`src/rtl/muldiv_pkg.sv`:
```
// Shared definitions for the sequential multiply/divide unit:
// ALU select codes, operation codes, FSM states and the result selector.
package muldiv_pkg;

  localparam int XLEN_DEF = 32;
  localparam int CNT_W    = 5;

  // Select codes understood by the alu
  localparam logic [3:0] ALU_AND = 4'b0000;
  localparam logic [3:0] ALU_OR  = 4'b0001;
  localparam logic [3:0] ALU_ADD = 4'b0010;
  localparam logic [3:0] ALU_SUB = 4'b0110;

  // Operation codes on the op input; 2'b11 is reserved and yields 0
  localparam logic [1:0] OP_MUL  = 2'b00;
  localparam logic [1:0] OP_DIVU = 2'b01;
  localparam logic [1:0] OP_REMU = 2'b10;
  localparam logic [1:0] OP_RSVD = 2'b11;

  typedef enum logic [1:0] {
    S_IDLE = 2'd0,
    S_RUN  = 2'd1,
    S_DONE = 2'd2
  } state_t;

  // Picks the architectural result for the finished operation
  function automatic logic [XLEN_DEF-1:0] select_result(
    input logic [1:0]          op,
    input logic [XLEN_DEF-1:0] acc,
    input logic [XLEN_DEF-1:0] quo,
    input logic [XLEN_DEF-1:0] rem
  );
    logic [XLEN_DEF-1:0] res;
    case (op)
      OP_MUL:  res = acc;
      OP_DIVU: res = quo;
      OP_REMU: res = rem;
      default: res = '0;
    endcase
    return res;
  endfunction

endpackage

```
`src/rtl/muldiv_if.sv`:
```
// Request/response bundle between the core and the multiply/divide unit.
// The core side is the master, the unit is the slave.
interface muldiv_if;
  logic        start;
  logic [1:0]  op;
  logic [31:0] opa;
  logic [31:0] opb;
  logic        busy;
  logic        done;
  logic [31:0] result;

  modport master (
    output start, op, opa, opb,
    input  busy, done, result
  );

  modport slave (
    input  start, op, opa, opb,
    output busy, done, result
  );
endinterface

```
`src/rtl/alu.sv`:
```
// Combinational ALU shared in form with the core's main ALU.
// Only AND, OR, ADD and SUB are implemented; other selects give 0.
module alu
  import muldiv_pkg::*;
#(
  parameter int WIDTH = 32
) (
  input  logic [WIDTH-1:0] a,
  input  logic [WIDTH-1:0] b,
  input  logic [3:0]       aluSel,
  output logic [WIDTH-1:0] y
);

  // Operation decode
  always_comb begin
    y = '0;
    case (aluSel)
      ALU_AND: y = a & b;
      ALU_OR:  y = a | b;
      ALU_ADD: y = a + b;
      ALU_SUB: y = a - b;
      default: y = '0;
    endcase
  end

endmodule

```
`src/rtl/muldiv_seq.sv`:
```
// Multi-cycle MUL / DIVU / REMU unit. One iteration per cycle for ITER
// cycles, every add/subtract goes through the single private alu.
// Multiply is shift-add on the low word; divide is restoring
// shift-subtract, which naturally gives q=all-ones, rem=dividend on /0.
// Only XLEN=32 (equal to the alu width) is supported.
module muldiv_seq
  import muldiv_pkg::*;
#(
  parameter int XLEN = 32,
  parameter int ITER = 32
) (
  input  logic     clk,
  input  logic     rst_n,
  muldiv_if.slave  bus
);

  localparam logic [CNT_W-1:0] LAST_CNT = CNT_W'(ITER - 1);

  state_t            state_reg, state_next;
  logic [1:0]        op_reg, op_next;
  logic [CNT_W-1:0]  cnt_reg, cnt_next;

  // Multiply working registers
  logic [XLEN-1:0]   acc_reg, acc_next;
  logic [XLEN-1:0]   mcand_reg, mcand_next;
  logic [XLEN-1:0]   mplier_reg, mplier_next;

  // Divide working registers
  logic [XLEN-1:0]   quo_reg, quo_next;
  logic [XLEN-1:0]   rem_reg, rem_next;
  logic [XLEN-1:0]   divisor_reg, divisor_next;

  // Registered outputs
  logic              busy_reg, busy_next;
  logic              done_reg, done_next;
  logic [XLEN-1:0]   result_reg, result_next;

  // ALU hookup
  logic [3:0]        alu_sel;
  logic [XLEN-1:0]   alu_a, alu_b, alu_y;

  // Divide step helpers: shifted partial remainder and the bit shifted out
  logic [XLEN-1:0]   rsh;
  logic              carry;
  logic              take;

  assign rsh   = {rem_reg[XLEN-2:0], quo_reg[XLEN-1]};
  assign carry = rem_reg[XLEN-1];
  // With the carry set the true 33-bit remainder exceeds any divisor
  assign take  = carry | (rsh >= divisor_reg);

  alu #(.WIDTH(XLEN)) u_alu (
    .a      (alu_a),
    .b      (alu_b),
    .aluSel (alu_sel),
    .y      (alu_y)
  );

  // State register
  always_ff @(posedge clk or negedge rst_n) begin
    if (!rst_n) begin
      state_reg <= S_IDLE;
    end else begin
      state_reg <= state_next;
    end
  end

  // Next-state logic: IDLE -> RUN on start, RUN for ITER cycles, one DONE cycle
  always_comb begin
    state_next = state_reg;
    case (state_reg)
      S_IDLE:  if (bus.start) state_next = S_RUN;
      S_RUN:   if (cnt_reg == LAST_CNT) state_next = S_DONE;
      S_DONE:  state_next = S_IDLE;
      default: state_next = S_IDLE;
    endcase
  end

  // ALU operand steering; ADD of zeros whenever no iteration is running
  always_comb begin
    alu_sel = ALU_ADD;
    alu_a   = '0;
    alu_b   = '0;
    if (state_reg == S_RUN) begin
      if (op_reg == OP_MUL) begin
        alu_a = acc_reg;
        alu_b = mcand_reg;
      end else if (op_reg == OP_DIVU || op_reg == OP_REMU) begin
        alu_sel = ALU_SUB;
        alu_a   = rsh;
        alu_b   = divisor_reg;
      end
    end
  end

  // Datapath next values and registered output values
  always_comb begin
    op_next      = op_reg;
    cnt_next     = cnt_reg;
    acc_next     = acc_reg;
    mcand_next   = mcand_reg;
    mplier_next  = mplier_reg;
    quo_next     = quo_reg;
    rem_next     = rem_reg;
    divisor_next = divisor_reg;

    case (state_reg)
      S_IDLE: begin
        if (bus.start) begin
          op_next      = bus.op;
          cnt_next     = '0;
          acc_next     = '0;
          mcand_next   = bus.opa;
          mplier_next  = bus.opb;
          quo_next     = bus.opa;
          rem_next     = '0;
          divisor_next = bus.opb;
        end
      end
      S_RUN: begin
        // Counter saturates at the last iteration instead of wrapping
        if (cnt_reg != LAST_CNT) cnt_next = cnt_reg + 1'b1;
        if (op_reg == OP_MUL) begin
          if (mplier_reg[0]) acc_next = alu_y;
          mcand_next  = {mcand_reg[XLEN-2:0], 1'b0};
          mplier_next = {1'b0, mplier_reg[XLEN-1:1]};
        end else if (op_reg == OP_DIVU || op_reg == OP_REMU) begin
          quo_next = {quo_reg[XLEN-2:0], take};
          rem_next = take ? alu_y : rsh;
        end
      end
      default: ;
    endcase

    busy_next   = (state_next != S_IDLE);
    done_next   = (state_reg == S_RUN) && (state_next == S_DONE);
    result_next = done_next ? select_result(op_reg, acc_next, quo_next, rem_next)
                            : result_reg;
  end

  // Working registers and outputs; reset discards any in-flight operation
  always_ff @(posedge clk or negedge rst_n) begin
    if (!rst_n) begin
      op_reg      <= OP_MUL;
      cnt_reg     <= '0;
      acc_reg     <= '0;
      mcand_reg   <= '0;
      mplier_reg  <= '0;
      quo_reg     <= '0;
      rem_reg     <= '0;
      divisor_reg <= '0;
      busy_reg    <= 1'b0;
      done_reg    <= 1'b0;
      result_reg  <= '0;
    end else begin
      op_reg      <= op_next;
      cnt_reg     <= cnt_next;
      acc_reg     <= acc_next;
      mcand_reg   <= mcand_next;
      mplier_reg  <= mplier_next;
      quo_reg     <= quo_next;
      rem_reg     <= rem_next;
      divisor_reg <= divisor_next;
      busy_reg    <= busy_next;
      done_reg    <= done_next;
      result_reg  <= result_next;
    end
  end

  assign bus.busy   = busy_reg;
  assign bus.done   = done_reg;
  assign bus.result = result_reg;

endmodule

```
`src/flat_wrapper.sv`:
```
// flat-port wrapper written by rule: the top's interface ports become plain ports
module muldiv_seq_flat import muldiv_pkg::*;
#(
  parameter int XLEN = 32,
  parameter int ITER = 32
)
  (clk, rst_n, bus_start, bus_op, bus_opa, bus_opb, bus_busy, bus_done, bus_result);
  muldiv_if bus_i ();
  input  logic clk;
  input  logic rst_n;
  input wire logic [$bits(bus_i.start)-1:0] bus_start;
  input wire logic [$bits(bus_i.op)-1:0] bus_op;
  input wire logic [$bits(bus_i.opa)-1:0] bus_opa;
  input wire logic [$bits(bus_i.opb)-1:0] bus_opb;
  output wire logic [$bits(bus_i.busy)-1:0] bus_busy;
  output wire logic [$bits(bus_i.done)-1:0] bus_done;
  output wire logic [$bits(bus_i.result)-1:0] bus_result;
  assign bus_i.start = bus_start;
  assign bus_i.op = bus_op;
  assign bus_i.opa = bus_opa;
  assign bus_i.opb = bus_opb;
  assign bus_busy = bus_i.busy;
  assign bus_done = bus_i.done;
  assign bus_result = bus_i.result;
  muldiv_seq #(.XLEN(XLEN), .ITER(ITER)) u_core (.clk(clk), .rst_n(rst_n), .bus(bus_i));
endmodule
```
`config.mk`:
```
export PLATFORM = sky130hd
export DESIGN_NAME = muldiv_seq_flat
export DESIGN_NICKNAME = d
export VERILOG_FILES = /design/src/rtl/muldiv_pkg.sv /design/src/rtl/muldiv_if.sv /design/src/rtl/alu.sv /design/src/rtl/muldiv_seq.sv /design/src/flat_wrapper.sv
export SDC_FILE = /design/constraint.sdc
export NUM_CORES = 1
export LEC_CHECK = 0
export ABC_AREA = 1
export ABC_CLOCK_PERIOD_IN_PS = 14500
export BUFFER_PORTS_ARGS = -buffer_cell sky130_fd_sc_hd__buf_4
export CORE_UTILIZATION = 45
export DETAILED_ROUTE_END_ITERATION = 10
export PLACE_DENSITY = 0.73
export SLEW_MARGIN = 30
export SYNTH_ARGS = -nofsm -noshare
export SYNTH_HDL_FRONTEND = slang
export SYNTH_HIERARCHICAL = 1
export SYNTH_SLANG_ARGS = --single-unit
```
`constraint.sdc`:
```
create_clock -name clk -period 14.5 [get_ports clk]
set_clock_uncertainty 0.15 [all_clocks]
set_input_delay 2.9 -clock clk [delete_from_list [all_inputs] [get_ports clk]]
set_output_delay 2.9 -clock clk [all_outputs]
set_load 0.03 [all_outputs]
```
==> summary.txt, run 1 <==
========================================================================================
Instance area at placement                                                  17,040 sq um
Outcome                                                                     finished clean
Asr flop ratio synth                                                               1.000
Commonest cells after routing, fill and taps aside                          nand2_1 (762), inv_1 (330), dfrtp_1 (235)
Fill cell total of the finished layout                                             3,371
Skew-Pair Late Insertion Delay                                                   0.52 ns
Ys Warns                                                                               6
H-tree depth reported by CTS                                                           1
Data arrival time at the worst-slack endpoint                                    6.72 ns
Pin count of the biggest net entering global routing                                 126
CP max-delay cell                                                               clkinv_1
Max_slew headroom                                                                 0.1608
Grt met3 use                                                                     0.04417
Shortest period the worst path allows                                           6.460 ns
Number of distinct standard cells referenced by the synthesized netlist               46
Post_cts resized                                                                       0
Crit path depth                                                                       28
Most numerous cell on the critical path                                          nand2_1
Critical path data required time                                                14.76 ns
Post-DRT Antenna Nets                                                                  0
Synthesized instance count                                                         2,335
Worst hold path startpoint                                                  u_core/bus.result[5]
Count of TritonRoute iterations in the first routing pass                              6
Violation count after the first detailed-routing iteration                         1,692
Min-Delay Path Class                                                          reg -> reg
Timing-limited maximum frequency                                               154.8 MHz
Global-route wire length before repair                                          82.71 mm
Post-detailed-route via-to-cell ratio                                              5.584
Overall Global Routing Usage                                                      0.2885
Startpoint types                                                               flip-flop
Number of instances on the worst hold path                                             2
Most frequent standard cell in the layout excluding fill and tap cells           nand2_1
Fin Hold WS                                                                    0.3317 ns
Count of buffering cells on the critical path with inverters included                  6
Clk root buf                                                                   clkbuf_16
Count of max-cap constraint violations                                                 0
Post-synthesis area per instance                                             6.871 sq um
Final RePlAce weighted congestion                                                  1.043
Setup repair after global routing missed its margin                                false
Reg clk slew, reported paths                                                     0.06 ns
TritonCTS clock tree                                                                done
Synth Register Bits                                                                  235
Netlist Area Pre-Place                                                      16,040 sq um
WL final                                                                        51.86 mm
Fraction of met1 tracks used by global routing                                    0.4359
Row count                                                                             68
Vias in the first global route                                                    14,810
Largest fanout on the critical path                                                   37
Final setup vio count                                                                  0
Area added between synthesis and finish                                           11.12%
Sequential-to-total area share from yosys stat                                    0.3666
GR Layer Usage met2                                                               0.4299
Fraction of final layout cells with drive strength greater than 1                0.07985
Post-cts hold buffer count                                                             0
Number of antenna violations at the first check in global routing                      0
Final max-slew violation count                                                         0
Global route hottest layer                                                          met1
CP Class                                                                      reg -> reg
Boundary Pins                                                                        103
Portion of the clock cycle consumed by the worst path in the final layout         0.4455
Total area of multi-input combinational cells                                 8428 sq um
Antenna Diode Count                                                                    0
Combined flip-flop and latch cell area                                        5881 sq um
Actual slew at the worst max-slew pin                                           1.252 ns
Total global routing overflow                                                          0
Commonest register cell after synthesis                                          dfrtp_1
Type of element capturing the critical path                                    flip-flop
Setup TNS                                                                           0 ns
Post-CTS Setup Bufs                                                                    0
Die H                                                                           190.8 um
Critical Path Source                                                        u_core/op_reg[0]
Number of nets in the final layout                                                 2,520
Vias                                                                              15,900
Initial standard-cell utilization of the core                                     0.4610
Final-report hold violation count                                                      0
Die area                                                                    36,410 sq um
CTS Buf Count                                                                         24
Worst-case reg-to-reg path depth                                                      28
Half-perimeter wire length after placement                                      38.51 mm
Cell class contributing the biggest share of worst-path delay               buffers and inverters
Post-synth EDFFs                                                                       0
Final routed wire length divided by cell count                                  18.22 um
Largest stage delay on the critical path                                         0.88 ns
Core Box Area                                                               34,800 sq um
Utilization of the core after routing                                             0.5123
Final design instance area without fill                                     17,830 sq um
R2r startpoint                                                              u_core/op_reg[0]
DRC violations left                                                                    0
Bufs on Longest Clock Path                                                             3
CTS sink cnt                                                                         235
Overall die width                                                               190.8 um
Number of buffer cells added on primary ports                                        102
========================================================================================
[worst paths after layout]
check / end / slack [ns]
max in group asynchronous: u_core/acc_reg[3] / 10.60
min in group asynchronous: u_core/mplier_reg[28] / 2.27
worst min register to register: u_core/bus.result[5] / 0.33
worst min-delay path: u_core/bus.result[5] / 0.33
worst max-delay path: u_core/bus.result[13] / 8.04
worst max register to register: u_core/bus.result[13] / 8.04
[worst register-to-register path: cells and delay by family, from the launching register on]
kind                       cells  cell delay [ns]
DFF                            1             0.40
AOI/OAI and AO/OA              5             1.65
and+or+nand+nor               13             1.46
xor gates and xnor gates       1             0.16
buffers and inverters          6             1.83
adders and majority gates      3             0.73
[cell usage after synthesis, types with 2 or more instances]
cell type  instances  area share
nand2_2            4      0.0016
nand3b_1           5      0.0023
xnor2_1            3      0.0016
nor3_1            15      0.0047
a21o_1             2     0.00094
nor2_2             7      0.0027
a22o_1             2      0.0011
inv_2             12      0.0028
o21bai_1          10      0.0047
dfrtp_1          235        0.37
or2_2              5      0.0019
nand2_1          764        0.18
o21ai_0           98       0.031
o21ai_1           20      0.0062
nand4_1           13      0.0051
nor2_1           150       0.035
buf_1             10      0.0023
o311ai_0           2      0.0011
inv_1            331       0.077
nand3_1          165       0.051
o211ai_1          46       0.022
buf_4             12      0.0056
maj3_1            14      0.0087
a21oi_1           56       0.017
xor2_1            27       0.015
a22oi_1           31       0.015
clkbuf_1          47       0.011
o221ai_1           2      0.0011
ha_1              72       0.056
buf_6              3      0.0021
a31oi_1           32       0.012
nor4_1             2     0.00078
conb_1             2     0.00047
o22ai_1           92       0.036
buf_2             30      0.0094
and2_1             2     0.00078
nor2_4             3      0.0021
[cell type report]
type	instances	share of cell area
Clock buffer	34	0.04092
Timing Repair Buffer	115	0.04906
Sequential cell	235	0.3299
Multi-Input combinational cell	1659	0.4728
Clock inverter	6	0.003229
Inverter	343	0.07222
Tap cell	455	0.03193
[stage by stage]
stage	std cells	worst slack, ns
2_1_floorplan	2339	9.952
3_3_place_gp	2807	8.374
3_5_place_dp	2807	8.336
4_1_cts	2847	8.300
5_1_grt	2847	7.500
6_report	2847	8.040
[kinds of logic (layout without fill, tap and decap cells)]
kind of cell	Yosys count	after routing	synth area share
other	2	6	0.0004681
XOR/XNOR	30	30	0.01638
AO/OA/AOI/OAI	399	399	0.1508
buffers and inverters	445	498	0.1107
AND/OR/NAND/NOR	1137	1137	0.2890
flip-flops	235	235	0.3666
adder cells (fa/ha/maj)	87	87	0.06614
[routing by layer]
layer  part of all wire  wire (um)
met1               0.46      23830
met2               0.42      22030
met3              0.096       4954
met4              0.020       1039
met5                  0          0
Power of run 1 is not shown: default switching activity piles up to over one toggle a cycle in this logic, so the estimate is an artifact.
==> run 2: changes to the inputs <==
--- a/config.mk
+++ b/config.mk
@@ -6,11 +6,11 @@
 export NUM_CORES = 1
 export LEC_CHECK = 0
 export ABC_AREA = 1
-export ABC_CLOCK_PERIOD_IN_PS = 14500
+export ABC_CLOCK_PERIOD_IN_PS = 5900
 export BUFFER_PORTS_ARGS = -buffer_cell sky130_fd_sc_hd__buf_4
 export CORE_UTILIZATION = 45
 export DETAILED_ROUTE_END_ITERATION = 10
-export PLACE_DENSITY = 0.73
+export PLACE_DENSITY = 0.75
 export SLEW_MARGIN = 30
 export SYNTH_ARGS = -nofsm -noshare
 export SYNTH_HDL_FRONTEND = slang
==> constraint.sdc (replaced) <==
create_clock -name clk -period 5.9 [get_ports clk]
set_clock_uncertainty 0.15 [all_clocks]
set_input_delay 1.18 -clock clk [delete_from_list [all_inputs] [get_ports clk]]
set_output_delay 1.18 -clock clk [all_outputs]
set_load 0.03 [all_outputs]
==> run 2 against run 1 <==
  * Register-to-register slack got worse by 7.6 ns
  * Flip-flop and latch count stayed put
  * Global-route usage increased by 0.10 points
  * Worst hold slack improved by 0.0018 ns
  * Non-clock buffer count is 11 higher
  * Count of clock-buffer cells in the layout rose by 3
  * Critical path type unchanged
==> summary.txt, run 2 (synthesized netlist as in run 1, its figures left out) <==
========================================================================================
Overall die width                                                               190.8 um   unchanged
Area added between synthesis and finish                                           11.87%
Total placed cells including tap cells                                             2,817   +0.36%
Most numerous cell on the critical path                                          nand2_1
Commonest cells after routing, fill and taps aside                          nand2_1 (763), inv_1 (331), dfrtp_1 (235)
Min-Delay Path Class                                                          reg -> reg
Post_cts resized                                                                       0   unchanged
Largest fanout on the critical path                                                   31   -16%
Post-cts hold buffer count                                                             0   unchanged
Setup TNS                                                                           0 ns   unchanged
Post-detailed-route via-to-cell ratio                                              5.663   +1.4%
Timing-limited maximum frequency                                               184.2 MHz   +19%
Antenna Diode Count                                                                    0   unchanged
Max_slew headroom                                                                 0.1492   -0.01158
Critical path data required time                                                 6.15 ns   -8.61 ns
Number of antenna violations at the first check in global routing                      0   unchanged
Count of TritonRoute iterations in the first routing pass                              5   -1
Shortest period the worst path allows                                           5.429 ns   -1.031 ns
Number of nets in the final layout                                                 2,531   +0.44%
Vias in the first global route                                                    15,380   +3.9%
Final RePlAce weighted congestion                                                 0.9771   -6.3%
Overall Global Routing Usage                                                      0.2895   +0.001008
Data arrival time at the worst-slack endpoint                                    5.68 ns   -1.04 ns
Filler-free cell count of the finished design                                      2,861   +0.49%
H-tree depth reported by CTS                                                           1   unchanged
CP max-delay cell                                                                   ha_1
Initial standard-cell utilization of the core                                     0.4610   unchanged
Portion of the clock cycle consumed by the worst path in the final layout         0.9201   +0.4746
Violation count after the first detailed-routing iteration                         1,696   +0.24%
Core Box Area                                                               34,800 sq um   unchanged
CP Class                                                                      reg -> reg
Count of max-cap constraint violations                                                 0   unchanged
Final max-slew violation count                                                         0   unchanged
Reg clk slew, reported paths                                                     0.07 ns   about the same
CTS Buf Count                                                                         24   unchanged
Final routed wire length divided by cell count                                  18.33 um   +0.62%
Largest stage delay on the critical path                                         0.40 ns   -0.48 ns
Number of buffer cells added on primary ports                                        102   unchanged
CTS sink cnt                                                                         235   unchanged
Fraction of final layout cells with drive strength greater than 1                0.08396   +0.004107
Die area                                                                    36,410 sq um   unchanged
Total global routing overflow                                                          0   unchanged
Outcome                                                                     finished clean
Type of element capturing the critical path                                    flip-flop
Fin worst setup slack                                                          0.4714 ns   -7.569 ns
DRC violations left                                                                    0   unchanged
Global-route wire length before repair                                          83.43 mm   +0.87%
TritonCTS clock tree                                                                done
Row count                                                                             68   unchanged
Half-perimeter wire length after placement                                      38.88 mm   +0.96%
WL final                                                                        52.44 mm   +1.1%
Post-DRT Antenna Nets                                                                  0   unchanged
Skew-Pair Late Insertion Delay                                                   0.52 ns   about the same
Clk root buf                                                                   clkbuf_16
Post-CTS Setup Bufs                                                                    0   unchanged
Bufs on Longest Clock Path                                                             3   unchanged
Fin Hold WS                                                                    0.3335 ns   +0.001779 ns
Setup repair after global routing missed its margin                                false
Vias                                                                              16,200   +1.9%
Pre-CTS WS                                                                     0.5941 ns   -7.742 ns
Final setup vio count                                                                  0   unchanged
Pin count of the biggest net entering global routing                                 132   +4.8%
Startpoint types                                                               flip-flop
Actual slew at the worst max-slew pin                                           1.269 ns   +0.01727 ns
Most frequent standard cell in the layout excluding fill and tap cells           nand2_1
Boundary Pins                                                                        103   unchanged
Fill cell total of the finished layout                                             3,367   -0.12%
Final-report hold violation count                                                      0   unchanged
Die H                                                                           190.8 um   unchanged
========================================================================================
==> run 2: through the flow <==
step,area (sq um),util
after floorplan,16060,-
after global placement,17130,0.4922
after detailed placement,17140,0.4924
after CTS,17920,0.5150
after global routing,17950,0.5157
final,17950,0.5157
==> run 2: final cells by class <==
class	count	area, sq um	area share
Clock buffer	37	740.7	0.04127
Multi-Input combinational cell	1659	8441	0.4703
Sequential cell	235	5881	0.3277
Tap cell	455	569.3	0.03172
Clock inverter	6	42.54	0.002370
Timing Repair Buffer	126	985.9	0.05494
Inverter	343	1287	0.07174
==> run 2: worst paths after layout <==
path,cells past startpoint,end,start,slack [ns]
setup reg to reg,31,u_core/bus.result[27],u_core/op_reg[0],0.47
min in group asynchronous,1,u_core/mplier_reg[28],rst_n,0.41
hold / removal,2,u_core/bus.result[1],u_core/bus.result[1],0.33
setup / recovery,31,u_core/bus.result[27],u_core/op_reg[0],0.47
hold reg to reg,2,u_core/bus.result[1],u_core/bus.result[1],0.33
max in group asynchronous,3,u_core/acc_reg[9],rst_n,3.86
==> run 2: metal layers <==
metal | wire length [um] | track usage | part of all wire | up-vias
met2 | 22610 | 0.4406 | 0.43 | 804
met5 | 0 | 0 | 0 | -
li1 | - | - | - | 7666
met4 | 1316 | 0.07169 | 0.025 | 0
met1 | 22930 | 0.4120 | 0.44 | 7630
met3 | 5584 | 0.06754 | 0.11 | 102
==> run 2: critical path, delay by kind of cell, from the launching register on <==
family	cells	cell delay, ns
compound gates	4	0.77
xor+xnor	1	0.17
fa+ha+maj	2	0.71
buf+inv	6	0.89
flops	1	0.39
simple gates	18	2.21
Power of run 2 is left out for the same reason.
==> run 3: changes to the inputs <==
--- a/config.mk
+++ b/config.mk
@@ -10,7 +10,7 @@
 export BUFFER_PORTS_ARGS = -buffer_cell sky130_fd_sc_hd__buf_4
 export CORE_UTILIZATION = 45
 export DETAILED_ROUTE_END_ITERATION = 10
-export PLACE_DENSITY = 0.75
+export GPL_ROUTABILITY_DRIVEN = 0
 export SLEW_MARGIN = 30
 export SYNTH_ARGS = -nofsm -noshare
 export SYNTH_HDL_FRONTEND = slang
==> run 3 against run 2 <==
  * Cell count up 0.35%
  * Utilization rose by 0.49 points
  * Highest routed layer unchanged
  * Non-clock buffer count increased by 4
==> summary.txt, run 3 (synthesized netlist as in run 1, its figures left out) <==
========================================================================================
Overall Global Routing Usage                                                      0.2985   +0.009034
H-tree depth reported by CTS                                                           1   unchanged
Fraction of final layout cells with drive strength greater than 1                0.08986   +0.005898
Largest fanout on the critical path                                                   28   -9.7%
Min-Delay Path Class                                                          reg -> reg
Final setup vio count                                                                  0   unchanged
Outcome                                                                     finished clean
Overall die width                                                               190.8 um   unchanged
Count of TritonRoute iterations in the first routing pass                              8   +3
Utilization of the core after routing                                             0.5206   +0.004890
Half-perimeter wire length after placement                                      39.56 mm   +1.8%
Number of nets in the final layout                                                 2,538   +0.28%
Post-DRT Antenna Nets                                                                  0   unchanged
Total global routing overflow                                                          0   unchanged
Pin count of the biggest net entering global routing                                 103   -22%
Final routed wire length divided by cell count                                  18.58 um   +1.4%
Count of max-cap constraint violations                                                 0   unchanged
Max_slew headroom                                                                 0.1581   +0.008903
Fin worst setup slack                                                          0.5480 ns   +0.07663 ns
Reg clk slew, reported paths                                                     0.07 ns   about the same
Vias in the first global route                                                    15,310   -0.42%
Actual slew at the worst max-slew pin                                           1.256 ns   -0.01328 ns
Clk root buf                                                                   clkbuf_16
Post-detailed-route via-to-cell ratio                                              5.538   -2.2%
Type of element capturing the critical path                                    flip-flop
Post-cts hold buffer count                                                             0   unchanged
Pre-CTS WS                                                                     0.5045 ns   -0.08957 ns
Global-route wire length before repair                                          84.61 mm   +1.4%
Most numerous cell on the critical path                                          nand2_1
Setup TNS                                                                           0 ns   unchanged
Data arrival time at the worst-slack endpoint                                    5.69 ns   about the same
Row count                                                                             68   unchanged
Filler-free cell count of the finished design                                      2,871   +0.35%
Setup repair after global routing missed its margin                                false
CTS Buf Count                                                                         27   +13%
Number of antenna violations at the first check in global routing                      3   +3
Commonest cells after routing, fill and taps aside                          nand2_1 (763), inv_1 (331), dfrtp_1 (235)
Total placed cells including tap cells                                             2,822   +0.18%
Most frequent standard cell in the layout excluding fill and tap cells           nand2_1
Die H                                                                           190.8 um   unchanged
CP max-delay cell                                                                   ha_1
Shortest period the worst path allows                                           5.352 ns   -0.07663 ns
CP Class                                                                      reg -> reg
Critical path data required time                                                 6.24 ns   +0.09 ns
Bufs on Longest Clock Path                                                             3   unchanged
WL final                                                                        53.35 mm   +1.7%
Vias                                                                              15,900   -1.9%
Core Box Area                                                               34,800 sq um   unchanged
TritonCTS clock tree                                                                done
Skew-Pair Late Insertion Delay                                                   0.57 ns   +0.05 ns
Area added between synthesis and finish                                           12.93%
Violation count after the first detailed-routing iteration                         1,470   -13%
Number of buffer cells added on primary ports                                        102   unchanged
DRC violations left                                                                    0   unchanged
Initial standard-cell utilization of the core                                     0.4610   unchanged
Largest stage delay on the critical path                                         0.40 ns   about the same
Final max-slew violation count                                                         0   unchanged
Portion of the clock cycle consumed by the worst path in the final layout         0.9071   -0.01299
Startpoint types                                                               flip-flop
Final-report hold violation count                                                      0   unchanged
Die area                                                                    36,410 sq um   unchanged
Timing-limited maximum frequency                                               186.8 MHz   +1.4%
Boundary Pins                                                                        103   unchanged
CTS sink cnt                                                                         235   unchanged
========================================================================================
[run 3: cell count changes in the layout (fill, tap and decap cells not counted), moves of 2 or more]
| cell | before | now |
|---|---|---|
| buf_4 | 123 | 128 |
| clkbuf_8 | 7 | 4 |
| clkbuf_16 | 25 | 27 |
| o22ai_2 | 0 | 3 |
| clkinv_2 | 2 | 6 |
| inv_6 | 1 | 3 |
| clkbuf_1 | 5 | 3 |
| bufinv_16 | 0 | 4 |
| o22ai_1 | 92 | 89 |
[run 3: cell type report]
cell class / instances / area [sq um]
multi-input combinational: 1659 / 8453
fill: 3484 / 16680
antenna: 1 / 2.502
sequential: 235 / 5881
inverter: 343 / 1290
clock inverter: 14 / 183.9
timing repair buffer: 130 / 996.0
clock buffer: 34 / 742.0
tap: 455 / 569.3
[run 3: per-layer routing]
layer | vias to the layer above | wire length (um) | GRT usage
li1 | 7677 | - | -
met1 | 7531 | 25350 | 0.4498
met2 | 631 | 22030 | 0.4295
met3 | 61 | 4941 | 0.06257
met4 | 0 | 1019 | 0.07508
met5 | - | 0 | 0
[run 3: critical path, delay by kind of cell, from the launching register on]
kind            cells  cell delay, ns
simple gates       18            2.35
fa+ha+maj           2            0.69
buf+inv             6            0.73
compound gates      4            0.76
xor+xnor            1            0.18
flops               1            0.38
[run 3: path summary, 6_finish.rpt]
check | startpoint | endpoint | slack [ns] | cells after the start
max in group asynchronous | rst_n | u_core/acc_reg[24] | 4.03 | 2
min in group asynchronous | rst_n | u_core/mplier_reg[5] | 0.48 | 1
worst min register to register | u_core/bus.result[7] | u_core/bus.result[7] | 0.33 | 2
worst max register to register | u_core/op_reg[0] | u_core/bus.result[26] | 0.55 | 31
worst min-delay path | u_core/bus.result[7] | u_core/bus.result[7] | 0.33 | 2
worst max-delay path | u_core/op_reg[0] | u_core/bus.result[26] | 0.55 | 31
[run 3: per-stage QoR]
stage	instance area [sq um]	hold slack (ns)
global route	18110	0.3563
finish	18120	0.3306
global placement	17170	0.3152
floorplan	16060	0.3178
detailed placement	17170	0.3168
CTS	18090	0.3341
[run 3: repair_timing]
item                                   in CTS  in global routing
resized for setup                           0                  5
buffers inserted                            0                  0
setup endpoints to repair                   0                  1
endpoints found under the hold margin       0                  0
Power of run 3 is left out for the same reason.
